<file path="config.mk">
export PLATFORM = sky130hd
export DESIGN_NAME = nice_range_iterator
export DESIGN_NICKNAME = d
export VERILOG_FILES = /design/src/rtl/nice_range_iterator.sv
export SDC_FILE = /design/constraint.sdc
export NUM_CORES = 1
export LEC_CHECK = 0
export CAP_MARGIN = 25
export CORE_AREA = 2 2 78 154
export DETAILED_ROUTE_END_ITERATION = 8
export DIE_AREA = 0 0 80 156
export PLACE_DENSITY = 0.87
export SYNTH_ARGS = -nofsm -noshare
export SYNTH_HDL_FRONTEND = slang
export SYNTH_SLANG_ARGS = --single-unit
export TNS_END_PERCENT = 5
</file>
<file path="constraint.sdc">
create_clock -name clk -period 5 [get_ports clk]
set_input_delay 1 -clock clk [delete_from_list [all_inputs] [get_ports clk]]
set_output_delay 1 -clock clk [all_outputs]
set_load 0.02 [all_outputs]
</file>
<file path="src/rtl/nice_range_iterator.sv">
// Range iterator: accepts (start, step, count) and streams start + k*step for k = 0..count-1.
// Optional NICE_RANGE_ITERATOR_ABORT_EN adds an abort input and an aborted status pulse.
module nice_range_iterator #(
  parameter int DATA_W = 32,
  parameter int CNT_W  = 16
) (
  input  logic              clk,
  input  logic              rst,
  input  logic              cmd_valid,
  output logic              cmd_ready,
  input  logic [DATA_W-1:0] cmd_start,
  input  logic [DATA_W-1:0] cmd_step,
  input  logic [CNT_W-1:0]  cmd_count,
  output logic              out_valid,
  input  logic              out_ready,
  output logic [DATA_W-1:0] out_data,
  output logic [CNT_W-1:0]  out_index,
  output logic              out_last,
  output logic              done,
`ifdef NICE_RANGE_ITERATOR_ABORT_EN
  input  logic              abort,
  output logic              aborted,
`endif
  output logic              busy
);

  typedef enum logic [0:0] {
    IDLE = 1'b0,
    RUN  = 1'b1
  } state_t;

  state_t            state;
  state_t            state_nxt;
  logic [DATA_W-1:0] step_r;
  logic [CNT_W-1:0]  count_r;
  logic              done_nxt;
  logic              load;
  logic              advance;
`ifdef NICE_RANGE_ITERATOR_ABORT_EN
  logic              aborted_nxt;
`endif

  assign cmd_ready = (state == IDLE) && !rst;
  assign out_valid = (state == RUN);
  assign busy      = (state == RUN);

  always_comb begin
    state_nxt = state;
    done_nxt  = 1'b0;
    load      = 1'b0;
    advance   = 1'b0;
`ifdef NICE_RANGE_ITERATOR_ABORT_EN
    aborted_nxt = 1'b0;
`endif
    case (state)
      IDLE: begin
        if (cmd_valid) begin
          // A zero-length range completes immediately without leaving IDLE.
          if (cmd_count != '0) begin
            state_nxt = RUN;
            load      = 1'b1;
          end else begin
            done_nxt = 1'b1;
          end
        end
      end
      RUN: begin
        if (out_ready) begin
          if (out_last) begin
            state_nxt = IDLE;
            done_nxt  = 1'b1;
          end else begin
            advance = 1'b1;
          end
        end
`ifdef NICE_RANGE_ITERATOR_ABORT_EN
        if (abort) begin
          state_nxt   = IDLE;
          done_nxt    = 1'b1;
          aborted_nxt = 1'b1;
        end
`endif
      end
      default: state_nxt = IDLE;
    endcase
  end

  always_ff @(posedge clk) begin
    if (rst) begin
      state <= IDLE;
    end else begin
      state <= state_nxt;
    end
  end

  always_ff @(posedge clk) begin
    if (rst) begin
      out_data  <= '0;
      out_index <= '0;
      out_last  <= 1'b0;
      step_r    <= '0;
      count_r   <= '0;
      done      <= 1'b0;
`ifdef NICE_RANGE_ITERATOR_ABORT_EN
      aborted   <= 1'b0;
`endif
    end else begin
      done <= done_nxt;
`ifdef NICE_RANGE_ITERATOR_ABORT_EN
      aborted <= aborted_nxt;
`endif
      if (load) begin
        out_data  <= cmd_start;
        step_r    <= cmd_step;
        count_r   <= cmd_count;
        out_index <= '0;
        out_last  <= (cmd_count == CNT_W'(1));
      end else if (advance) begin
        out_data  <= out_data + step_r;
        out_index <= out_index + CNT_W'(1);
        // Look one beat ahead so out_last is registered with its beat.
        out_last  <= ((out_index + CNT_W'(1)) == (count_r - CNT_W'(1)));
      end
    end
  end

endmodule

</file>
Yosys cells after proc, flatten, opt, wreduce, memory -nomap -nowiden --
Index checks and enable logic that the tools add are counted.
Word-level totals: output and inout port bits 53, register bits 99, input bits 84, word-level logic and storage cells 35
Cells by class: equality and inequality tests 2, bitwise gates (word level) 1, mux-type cells 17, $add $sub $neg 3, reductions and logical operators 5
Operators by type and width (number):
- 32-bit two-way mux | 2
- 32-bit adder | 1
- 16-bit by 1-bit adder with 16-bit output (second input constant) | 1
- 16-bit by 1-bit equality test with 1-bit output (second input constant) | 1
- 16-bit equality test | 1
- 16-bit nonzero test | 1
- 16-bit by 1-bit subtractor with 16-bit output (second input constant) | 1
- 1-bit two-way mux | 13
- 1-bit case mux with 2 select lines | 2
- 2-bit nonzero test | 1
- 2-bit OR reduction | 1
- 1-bit logical AND | 1
- 1-bit logical NOT | 1
- 1-bit inverter | 1

Longest topological paths before layout --
Gate-level depths: netlist of run 1.
depth after elaboration 5, depth in mapped cells 13, depth with buffers taken out 13

Worst setup path after synthesis of run 1 --
Ideal clock, no wire load.
path type reg2reg, start reg out_data[0], end reg out_data[30], setup slack 2.177 ns, path buffers 0, data required time 4.868 ns, setup time 0.132 ns, cell stages (with the launch flop) 14, arrival 2.691 ns, period minus slack after synthesis 2.823 ns, path through dfxtp_1 ha_1 inv_1 fa_1 nor2b_4 o31a_1 a31oi_4 o21ai_2 a311oi_2 o21ai_2 a21o_1 a221oi_2 mux2i_1 a21oi_1
Between the ends: cells in the longest elaborated chain, start to end 3
Ends and longest elaborated chain:
- start: declaration | line 16 | output logic [DATA_W-1:0] out_data,
- start signal: assignment | line 113 | out_data <= cmd_start;
- start signal: assignment | line 119 | out_data <= out_data + step_r;
- 32-bit adder | line 119
- 32-bit two-way mux | line 118 | end else if (advance) begin
- 32-bit two-way mux | line 112 | if (load) begin
No other way between the ends. The select of a mux whose other input is x is not followed. A chain may end at the register's enable or synchronous reset.

Final worst setup path of run 1 --
start in cmd_valid, end reg out_data[3]
Between the ends: cells in the longest elaborated chain, start to end 3, elaborated cells between the ends (all ways) 4, classes of those cells mux: 3; reduce/logical: 1
Ends and longest elaborated chain:
- start: declaration | line 9 | input logic cmd_valid,
- 1-bit two-way mux * | line 57 | if (cmd_valid) begin
- 1-bit two-way mux * | line 55 | case (state)
- 32-bit two-way mux or 2-bit nonzero test (tied branches)
Every way passes the cells marked *; elsewhere a longest branch is shown, timed or not.

==> flow_metrics.tcl, run 1 <==
set metrics [dict create \
    crit_arrival_ps 3640 \
    intPower_mw 1.54 \
    via_count 6089 \
    number_of_antenna_violations_at_the_first_check_in_global_routing 0 \
    synth_top_area_share_pct 32.7 \
    rrSetupSlack_ps 1830 \
    power_density_nw_per_um2 283 \
    hp-class "reg -> reg" \
    die_h_um 156 \
    nets 1020 \
    worstSetupStartpoint "cmd_valid" \
    ys_top_cells_by_count "nand2_1, dfxtp_1, a21oi_1" \
    synth.avg_cell_area_um2 7.58 \
    peakVddDrop_uv 207 \
    p_sw_uw 658 \
    crit_type "in -> reg" \
    ff_latch_area_um2 1980 \
    clk-insertion-delay-late_ps 350 \
    worst-r2r-cell-count 13 \
    netlist_top_cells_area "dfxtp_1, nand2_1, a21oi_1, xnor2_1, ha_1" \
    final.setup_skew_ps 8.99 \
    worst_ep_required_time_ps 5280 \
    dpl.hpwl_mm 12.5 \
    top_level_ports 137 \
    synth-seq-cells 99 \
    synth_async_sr_flop_share_pct 0 \
    clk_pin_slew_ps 70 \
    areaGrowthSynthToFinish_pct 28.5 \
    reg2reg_from "out_data[0]" \
    placementRows 55 \
    multiInputGateArea_um2 3880 \
    totalNegativeSetupSlack_ps 0 \
    final_hold_viol_count 0 \
    cp_max_fo 34 \
    r2r-end "out_data[30]" \
    maxSlewHeadroom_pct 34.3 \
    worst-slew-pin-transition_ps 985 \
    finalWeightedCongestion 0.933 \
    floorplan.die_area_um2 12500 \
    die_width_um 80 \
    port-buffer-count 136 \
    combinationalPowerShare_pct 25.0 \
    number_of_buffers_inserted_during_clock_tree_synthesis 9 \
    first_drt_iteration_drcs 245 \
    initial_utilization_pct 53.7 \
    fill_cells 958 \
    layout_worst_path_cycle_share_pct 67.2 \
    drv.max_cap_violation_count 0 \
    pwr-share-clk_pct 34.8 \
    final_max_slew_viol_count 0 \
    route.final.wire_length_mm 17.4 \
    status "completed" \
    cts_tree "done" \
    num_antenna_cells 0 \
    post_route_cells_drive_above_1_share_pct 3.97 \
    clock_path_buffers 2 \
    synth_enable_flop_cells 0 \
    fin_crit_ps 3360 \
    ant_nets_after_route 0 \
    drt_drc_violations_left 0 \
    drt-pass1-iter-count 6 \
    groute.usage.overall_pct 27.8 \
    grt_max_degree 86 \
    sequentialPowerShare_pct 40.2 \
    cts.repair_timing.setup_buffer_count 0 \
    yosysWarnings 0 \
    cts.sink_count 99 \
    netlist_area_um2 6070 \
    unrepaired_setup_endpoints_after_global_routing "false" \
    cts-resized-gates 0 \
    grt_pass1_wl_mm 27.7 \
    leakagePower_nw 3.03 \
    worstSetupEndpoint "out_data[3]" \
    number_of_global_route_vias_before_repair 5912 \
    htree_num_levels 3 \
    end_kind "flip-flop" \
    clk_root_buffer_cell "clkbuf_16" \
    synthFlopType "dfxtp_1" \
    post_drt_wl_per_cell_um 16.5 \
    std_cell_core_area_um2 11300 \
    timing.fmax_mhz 297 \
    finalPower_mw 2.20 \
    seq_area_frac_synth_pct 32.7 \
    synth_fp_nets 918 \
    switching_share_pct 29.9 \
    report.final.setup_viol 0 \
    grt.overflow.total 0 \
    startpoint_type "input pin" \
    netlist.top_cell.by_area "dfxtp_1" \
    yosys.cell_types.count 57 \
    yosysMostFrequentCell "nand2_1" \
    synth_cells 800 \
    detail_route.vias_per_cell 5.80 \
    cts_hold_buf 0 \
]
## placed cells by master (no fill, tap or decap), types with 4 or more instances in the layout
cell / count
dfxtp_1: 99
or3_1: 6
nand3_1: 16
ha_1: 33
a31oi_1: 4
nor3b_1: 7
nand2_1: 172
a21o_1: 17
a21oi_1: 92
mux2i_1: 4
clkdlybuf4s50_1: 135
a211oi_1: 8
inv_1: 8
and4_1: 4
a311oi_1: 15
o21ai_0: 28
xor2_1: 26
nand2b_1: 4
nor3_1: 12
nor4_1: 7
xnor2_1: 50
buf_4: 5
nor2_1: 72
nor2b_1: 8
nand4_1: 8
clkbuf_16: 9
## kinds of logic after synthesis
logic type,Yosys count,share of synthesized area (%)
AO/OA/AOI/OAI,197,20.6
XOR/XNOR,76,11.0
adder cells (fa/ha/maj),34,7.14
buffers and inverters,58,3.65
flip-flops,99,32.7
multiplexers,4,0.660
AND/OR/NAND/NOR,332,24.3
## power groups by stage
stage                     registers [mW]  clock network, mW  logic [mW]
after floorplan                    0.919                  0       0.318
after global placement             0.900                  0       0.535
after detailed placement           0.900                  0       0.545
after CTS                          0.883              0.770       0.550
after global routing               0.889              0.804       0.600
final                              0.884              0.767       0.551
## how the worst min path moves through the flow
stage / from / cells after the start / end / slack [ps]
after floorplan: step_r[0] / 2 / step_r[0] / 440
after global placement: step_r[0] / 2 / step_r[0] / 450
after detailed placement: step_r[15] / 2 / step_r[15] / 450
after CTS: step_r[15] / 2 / step_r[15] / 460
after global routing: step_r[6] / 2 / step_r[6] / 470
final: step_r[4] / 2 / step_r[4] / 460
## registers in the layout, summed over array words and instances, names as in the netlist
name	flops
step_r	32
count_r	16
out_data	32
out_last	1
busy	1
done	1
out_index	16
## critical path, stage by stage
cell	delay, ps
clkdlybuf4s50_1	450
nor2b_1	580
nor2b_4	790
buf_4	450
a21oi_1	60
o21ai_0	100
o21ai_0	110
nor2_1	100
## stage by stage
| step | worst slack, ps | cell area [µm²] | utilization [%] | hold slack (ps) | std cells |
|---|---|---|---|---|---|
| 5_1_grt | 1460 | 7790 | 69.1 | 472 | 1049 |
| 4_1_cts | 1680 | 7790 | 69.1 | 462 | 1049 |
| 2_1_floorplan | 2180 | 6070 | - | 440 | 800 |
| 3_3_place_gp | 1340 | 7470 | 66.2 | 446 | 1033 |
| 6_report | 1640 | 7790 | 69.1 | 462 | 1049 |
| 3_5_place_dp | 1350 | 7470 | 66.2 | 452 | 1033 |
## routing by layer
metal | track usage [%] | up-vias | share of wire, %
li1 | - | 2981 | -
met1 | 28.7 | 2869 | 37
met2 | 52.3 | 191 | 55
met3 | 3.65 | 48 | 4.2
met4 | 14.9 | 0 | 4.2
met5 | 0 | - | 0
## cell type report
type	count	share of cell area, %
multi-input combinational	643	49.8
clock inverter	6	1.12
tap	142	2.28
timing repair buffer	141	17.9
clock buffer	10	3.07
inverter	8	0.385
sequential	99	25.4
No activity file was read; power rests on OpenSTA's default activity.
==> inputs of run 2 (changes only) <==
--- a/config.mk
+++ b/config.mk
@@ -6,10 +6,10 @@
 export NUM_CORES = 1
 export LEC_CHECK = 0
 export CAP_MARGIN = 25
-export CORE_AREA = 2 2 78 154
+export CORE_AREA = 2 2 81 160
 export DETAILED_ROUTE_END_ITERATION = 8
-export DIE_AREA = 0 0 80 156
-export PLACE_DENSITY = 0.87
+export DIE_AREA = 0 0 83 162
+export PLACE_DENSITY = 0.82
 export SYNTH_ARGS = -nofsm -noshare
 export SYNTH_HDL_FRONTEND = slang
 export SYNTH_SLANG_ARGS = --single-unit
==> constraint.sdc (replaced) <==
create_clock -name clk -period 3.5 [get_ports clk]
set_input_delay 0.7 -clock clk [delete_from_list [all_inputs] [get_ports clk]]
set_output_delay 0.7 -clock clk [all_outputs]
set_load 0.02 [all_outputs]
==> run 2 against run 1 <==
Net effect:
- via count fell by 0.46%
- total power rose by 37%
- first-iteration DRC count is 1.2% higher
- wire length fell by 1.5%
- register-to-register slack worse by 1400 ps
- setup slack worse by 1200 ps
- flip-flop and latch count stayed put
- sequential share of layout area decreased by 0.17 points
- sequential power up 43%
- clock power increased by 28%
- combinational power increased by 43%
- critical endpoint is now out_data[29]
- largest cell class unchanged
==> flow_metrics.tcl, run 2 (synthesis results as in run 1) <==
set metrics [dict create \
    startpoint_type "flip-flop" \
    initial_utilization_pct 49.7 \
    crit_type "reg -> reg" \
    post-route-worst-setup-slack_ps 416 \
    power_density_nw_per_um2 386 \
    post_route_cells_drive_above_1_share_pct 4.70 \
    finalWeightedCongestion 0.966 \
    final_hold_viol_count 0 \
    die_width_um 83 \
    detail_route.vias_per_cell 5.71 \
    placementRows 57 \
    ant_nets_after_route 0 \
    cts.sink_count 99 \
    drv.max_cap_violation_count 0 \
    finalPower_mw 3.03 \
    hp-class "reg -> reg" \
    die_h_um 162 \
    gr-usage-met1_pct 26.3 \
    cts-resized-gates 0 \
    htree_num_levels 3 \
    layout_worst_path_cycle_share_pct 88.1 \
    num_antenna_cells 0 \
    crit_path_frequent_cell "o21ai_0" \
    worst-slew-pin-transition_ps 815 \
    via_count 6061 \
    nets 1027 \
    dpl.hpwl_mm 12.6 \
    crit_arrival_ps 3310 \
    pre_cts_slack_ps 378 \
    end_kind "flip-flop" \
    number_of_antenna_violations_at_the_first_check_in_global_routing 0 \
    numPlacedInstances 1045 \
    cp_max_fo 5 \
    unrepaired_setup_endpoints_after_global_routing "false" \
    maxSlewHeadroom_pct 45.5 \
    final-instance-count-excl-fill 1061 \
    port-buffer-count 136 \
    groute.usage.overall_pct 25.5 \
    fin_crit_ps 3080 \
    grt.met2_usage_pct 48.8 \
    number_of_buffers_inserted_during_clock_tree_synthesis 9 \
    clk_root_buffer_cell "clkbuf_16" \
    floorplan.die_area_um2 13400 \
    grt_max_degree 54 \
    peakVddDrop_uv 270 \
    top_level_ports 137 \
    cts_tree "done" \
    std_cell_core_area_um2 12200 \
    layout_commonest_cell "nand2_1" \
    path_cells "ha_1 -> a21oi_1 -> nor2_1 -> o21ai_0 -> o21ai_0 -> a31oi_2 -> o21ai_0 -> a211oi_1 -> xor2_1 -> a2111oi_0" \
    grt_pass1_wl_mm 27.6 \
    clk_pin_slew_ps 70 \
    leakagePower_nw 3.05 \
    status "completed" \
    critPathMaxStageDelay_ps 420 \
    number_of_global_route_vias_before_repair 5889 \
    route.final.wire_length_mm 17.1 \
    biggestRegsByFlops "out_data x32, step_r x32" \
    grtUsageMet3_pct 3.35 \
    grt-busiest-layer "met2" \
    drt_drc_violations_left 0 \
    cts_hold_buf 0 \
    final_max_slew_viol_count 0 \
    grt.overflow.total 0 \
    drt-pass1-iter-count 4 \
    clock_path_buffers 2 \
    post_drt_wl_per_cell_um 16.1 \
    commonest_cells_after_routing_fill_and_taps_aside "nand2_1, clkdlybuf4s50_1, dfxtp_1, a21oi_1, nor2_1" \
    final.setup_skew_ps 12.5 \
    cts.repair_timing.setup_buffer_count 0 \
    timing.hold.ws_ps 461 \
    report.final.setup_viol 0 \
    clk-insertion-delay-late_ps 350 \
    areaGrowthSynthToFinish_pct 29.4 \
    worst_ep_required_time_ps 3720 \
    slowest_stage "a2111oi_0" \
    timing.fmax_mhz 324 \
    totalNegativeSetupSlack_ps 0 \
    fill_cells 1041 \
    first_drt_iteration_drcs 248 \
]
[run 2: critical path, delay by kind of cell (launching register included)]
family,cells,cell delay (ps)
AOI/OAI and AO/OA,7,2110
xor gates and xnor gates,1,140
adders and majority gates,1,300
DFF,1,340
and+or+nand+nor,1,80
[run 2: power breakdown]
group          total (mW)  leakage [nW]  switching, mW  internal (mW)
Clock               0.979         0.142          0.465          0.514
Combinational       0.786          2.10          0.415          0.371
Sequential           1.26         0.813         0.0644           1.20
[run 2: final cells by class]
type                       count  area (µm²)  share of cell area (%)
clock buffer                  11         243                    3.09
clock inverter                 5        46.3                   0.590
inverter                       8        30.0                   0.383
multi-input combinational    643        3890                    49.6
sequential                    99        1980                    25.3
tap                          147         184                    2.34
timing repair buffer         148        1470                    18.8
[run 2: per-stage QoR]
stage / cell area (µm²) / utilization, %
6_report: 7850 / 64.3
5_1_grt: 7850 / 64.3
4_1_cts: 7840 / 64.3
3_5_place_dp: 7550 / 61.9
3_3_place_gp: 7550 / 61.9
2_1_floorplan: 6070 / -
[run 2: worst paths after layout]
| path | slack, ps | endpoint | cells after the start | from |
|---|---|---|---|---|
| setup / recovery | 420 | out_data[29] | 10 | out_data[1] |
| hold / removal | 460 | step_r[30] | 2 | step_r[30] |
| setup reg to reg | 420 | out_data[29] | 10 | out_data[1] |
| hold reg to reg | 460 | step_r[30] | 2 | step_r[30] |
[run 2: routing by layer]
metal / share of wire, % / vias to the layer above
met5: 0 / -
met4: 3.6 / 0
met3: 4.6 / 47
met2: 55 / 199
met1: 37 / 2823
li1: - / 2992
==> inputs of run 3 (changes only) <==
==> constraint.sdc (replaced) <==
create_clock -name clk -period 3.27 [get_ports clk]
set_input_delay 0.654 -clock clk [delete_from_list [all_inputs] [get_ports clk]]
set_output_delay 0.654 -clock clk [all_outputs]
set_load 0.02 [all_outputs]
==> run 3 against run 2 <==
Net effect:
- hold slack is essentially flat
- clock power grew 18%
- via count grew 0.79%
- combinational power grew 8.9%
- clock skew shrank 4.3 ps
- total power grew 11%
- sequential power grew 7%
- cell count is essentially flat
- count of clock-buffer cells in the layout shrank 1
- critical path depth grew 3
- utilization grew 0.31 points
- global-route usage grew 1.2 points
- largest cell class unchanged
==> flow_metrics.tcl, run 3 (synthesis results as in run 1) <==
set metrics [dict create \
    drt-pass1-iter-count 5 \
    ff_latch_area_um2 1980 \
    cp_max_fo 5 \
    commonest_cells_after_routing_fill_and_taps_aside "nand2_1, clkdlybuf4s50_1, dfxtp_1, a21oi_1, nor2_1" \
    number_of_antenna_violations_at_the_first_check_in_global_routing 0 \
    hp-class "reg -> reg" \
    finalWeightedCongestion 0.890 \
    grt.met2_usage_pct 51.8 \
    reg2reg_from "out_data[0]" \
    detail_route.vias_per_cell 5.75 \
    layout_worst_path_cycle_share_pct 94.5 \
    std_cell_core_area_um2 12200 \
    port-buffer-count 136 \
    floorplan.die_area_um2 13400 \
    post_route_cells_drive_above_1_share_pct 4.81 \
    unrepaired_setup_endpoints_after_global_routing "false" \
    clk_pin_slew_ps 70 \
    groute.usage.overall_pct 26.7 \
    grt-busiest-layer "met2" \
    finalPower_mw 3.37 \
    cts.repair_timing.setup_buffer_count 0 \
    post_drt_wl_per_cell_um 17.0 \
    report.final.setup_viol 0 \
    clk-insertion-delay-late_ps 350 \
    gr-usage-met1_pct 25.8 \
    biggestRegsByFlops "out_data x32, step_r x32" \
    rrSetupSlack_ps 180 \
    min_delay_path_depth 2 \
    worstSetupStartpoint "out_data[0]" \
    grtUsageMet3_pct 4.27 \
    final.setup_skew_ps 8.20 \
    initial_utilization_pct 49.7 \
    fill_cells 1029 \
    power_density_nw_per_um2 427 \
    startpoint_type "flip-flop" \
    nets 1028 \
    crit_arrival_ps 3300 \
    post-route-worst-setup-slack_ps 180 \
    cts_tree "done" \
    dpl.hpwl_mm 13.3 \
    htree_num_levels 3 \
    leakagePower_nw 3.07 \
    clock_path_buffers 2 \
    status "completed" \
    drv.max_cap_violation_count 0 \
    first_drt_iteration_drcs 327 \
    hp-start "step_r[29]" \
    multiInputGateArea_um2 3890 \
    num_antenna_cells 0 \
    worst_ep_required_time_ps 3480 \
    ant_nets_after_route 0 \
    timing.fmax_mhz 324 \
    grt_max_degree 59 \
    cts.sink_count 99 \
    worst-slew-pin-transition_ps 733 \
    pre_cts_slack_ps 266 \
    route.final.wire_length_mm 18.1 \
    die_width_um 83 \
    final_max_slew_viol_count 0 \
    top_level_ports 137 \
    placementRows 57 \
    worst-r2r-cell-count 13 \
    drt_drc_violations_left 0 \
    fin_crit_ps 3090 \
    peakVddDrop_uv 289 \
    r2r-end "out_data[30]" \
    maxSlewHeadroom_pct 51.1 \
    number_of_global_route_vias_before_repair 6254 \
    via_count 6109 \
    die_h_um 162 \
    totalNegativeSetupSlack_ps 0 \
    crit_type "reg -> reg" \
    areaGrowthSynthToFinish_pct 30.0 \
    end_kind "flip-flop" \
    grt_pass1_wl_mm 29.2 \
    final_hold_viol_count 0 \
    clk_root_buffer_cell "clkbuf_16" \
    layout_commonest_cell "nand2_1" \
    number_of_buffers_inserted_during_clock_tree_synthesis 9 \
    worstHoldEndpoint "step_r[29]" \
    grt.overflow.total 0 \
]
[run 3: cell types whose count changed in the layout (fill, tap and decap cells not counted), sizes merged]
cell      before  now
clkbuf        11   10
inv           10    8
bufinv         0    2
clkinvlp       0    1
buf           13   14
[run 3: power breakdown]
part	total [mW]	switching, mW	leakage [nW]	internal, mW
Clock	1.16	0.489	0.153	0.673
Combinational	0.856	0.459	2.10	0.398
Sequential	1.35	0.0684	0.813	1.28
Total	3.37	1.02	3.07	2.35
[run 3: worst max path at each step]
| stage | endpoint | slack (ps) |
|---|---|---|
| final | out_data[30] | 180 |
| after global routing | out_data[29] | 40 |
| after CTS | out_data[30] | 180 |
| after detailed placement | out_data[30] | 270 |
| after global placement | out_data[3] | 300 |
| after floorplan | out_data[30] | 450 |
[run 3: what timing repair did]
| action | 4_1_cts | 5_1_grt |
|---|---|---|
| hold buffers | 0 | 0 |
| resized for setup | 0 | 1 |
| endpoints found under the setup margin | 0 | 3 |
[run 3: worst max-delay path, cell delays in order, from the launching register on]
cell and delay, ps:
dfxtp_1 330, ha_1 230, inv_1 80, fa_1 230
nor2b_4 60, o31a_1 300, a31oi_4 250, o21ai_2 130
a311oi_2 350, o21ai_2 150, a21o_1 230, a221oi_2 260
mux2i_1 240, a21oi_1 90
[run 3: area by class of cell]
cell class | count | area share [%]
tap | 147 | 2.33
clock inverter | 6 | 1.14
clock buffer | 10 | 2.90
inverter | 8 | 0.381
timing repair buffer | 149 | 18.8
sequential | 99 | 25.1
multi-input combinational | 643 | 49.3
[run 3: routing by layer]
layer,part of all wire [%],vias up,wire (µm)
met1,36,2862,6430
met3,4.1,60,746
met4,5.3,0,955
met2,55,193,9920
li1,-,2994,-
met5,0,-,0
[run 3: through the flow]
stage                     hold slack, ps  instances  utilization (%)  cell area [µm²]
final                                461       1062             64.6             7880
after global routing                 481       1062             64.6             7880
after CTS                            463       1062             64.6             7880
after detailed placement             453       1046             62.0             7560
after global placement               447       1046             62.0             7560
after floorplan                      440        800                -             6070
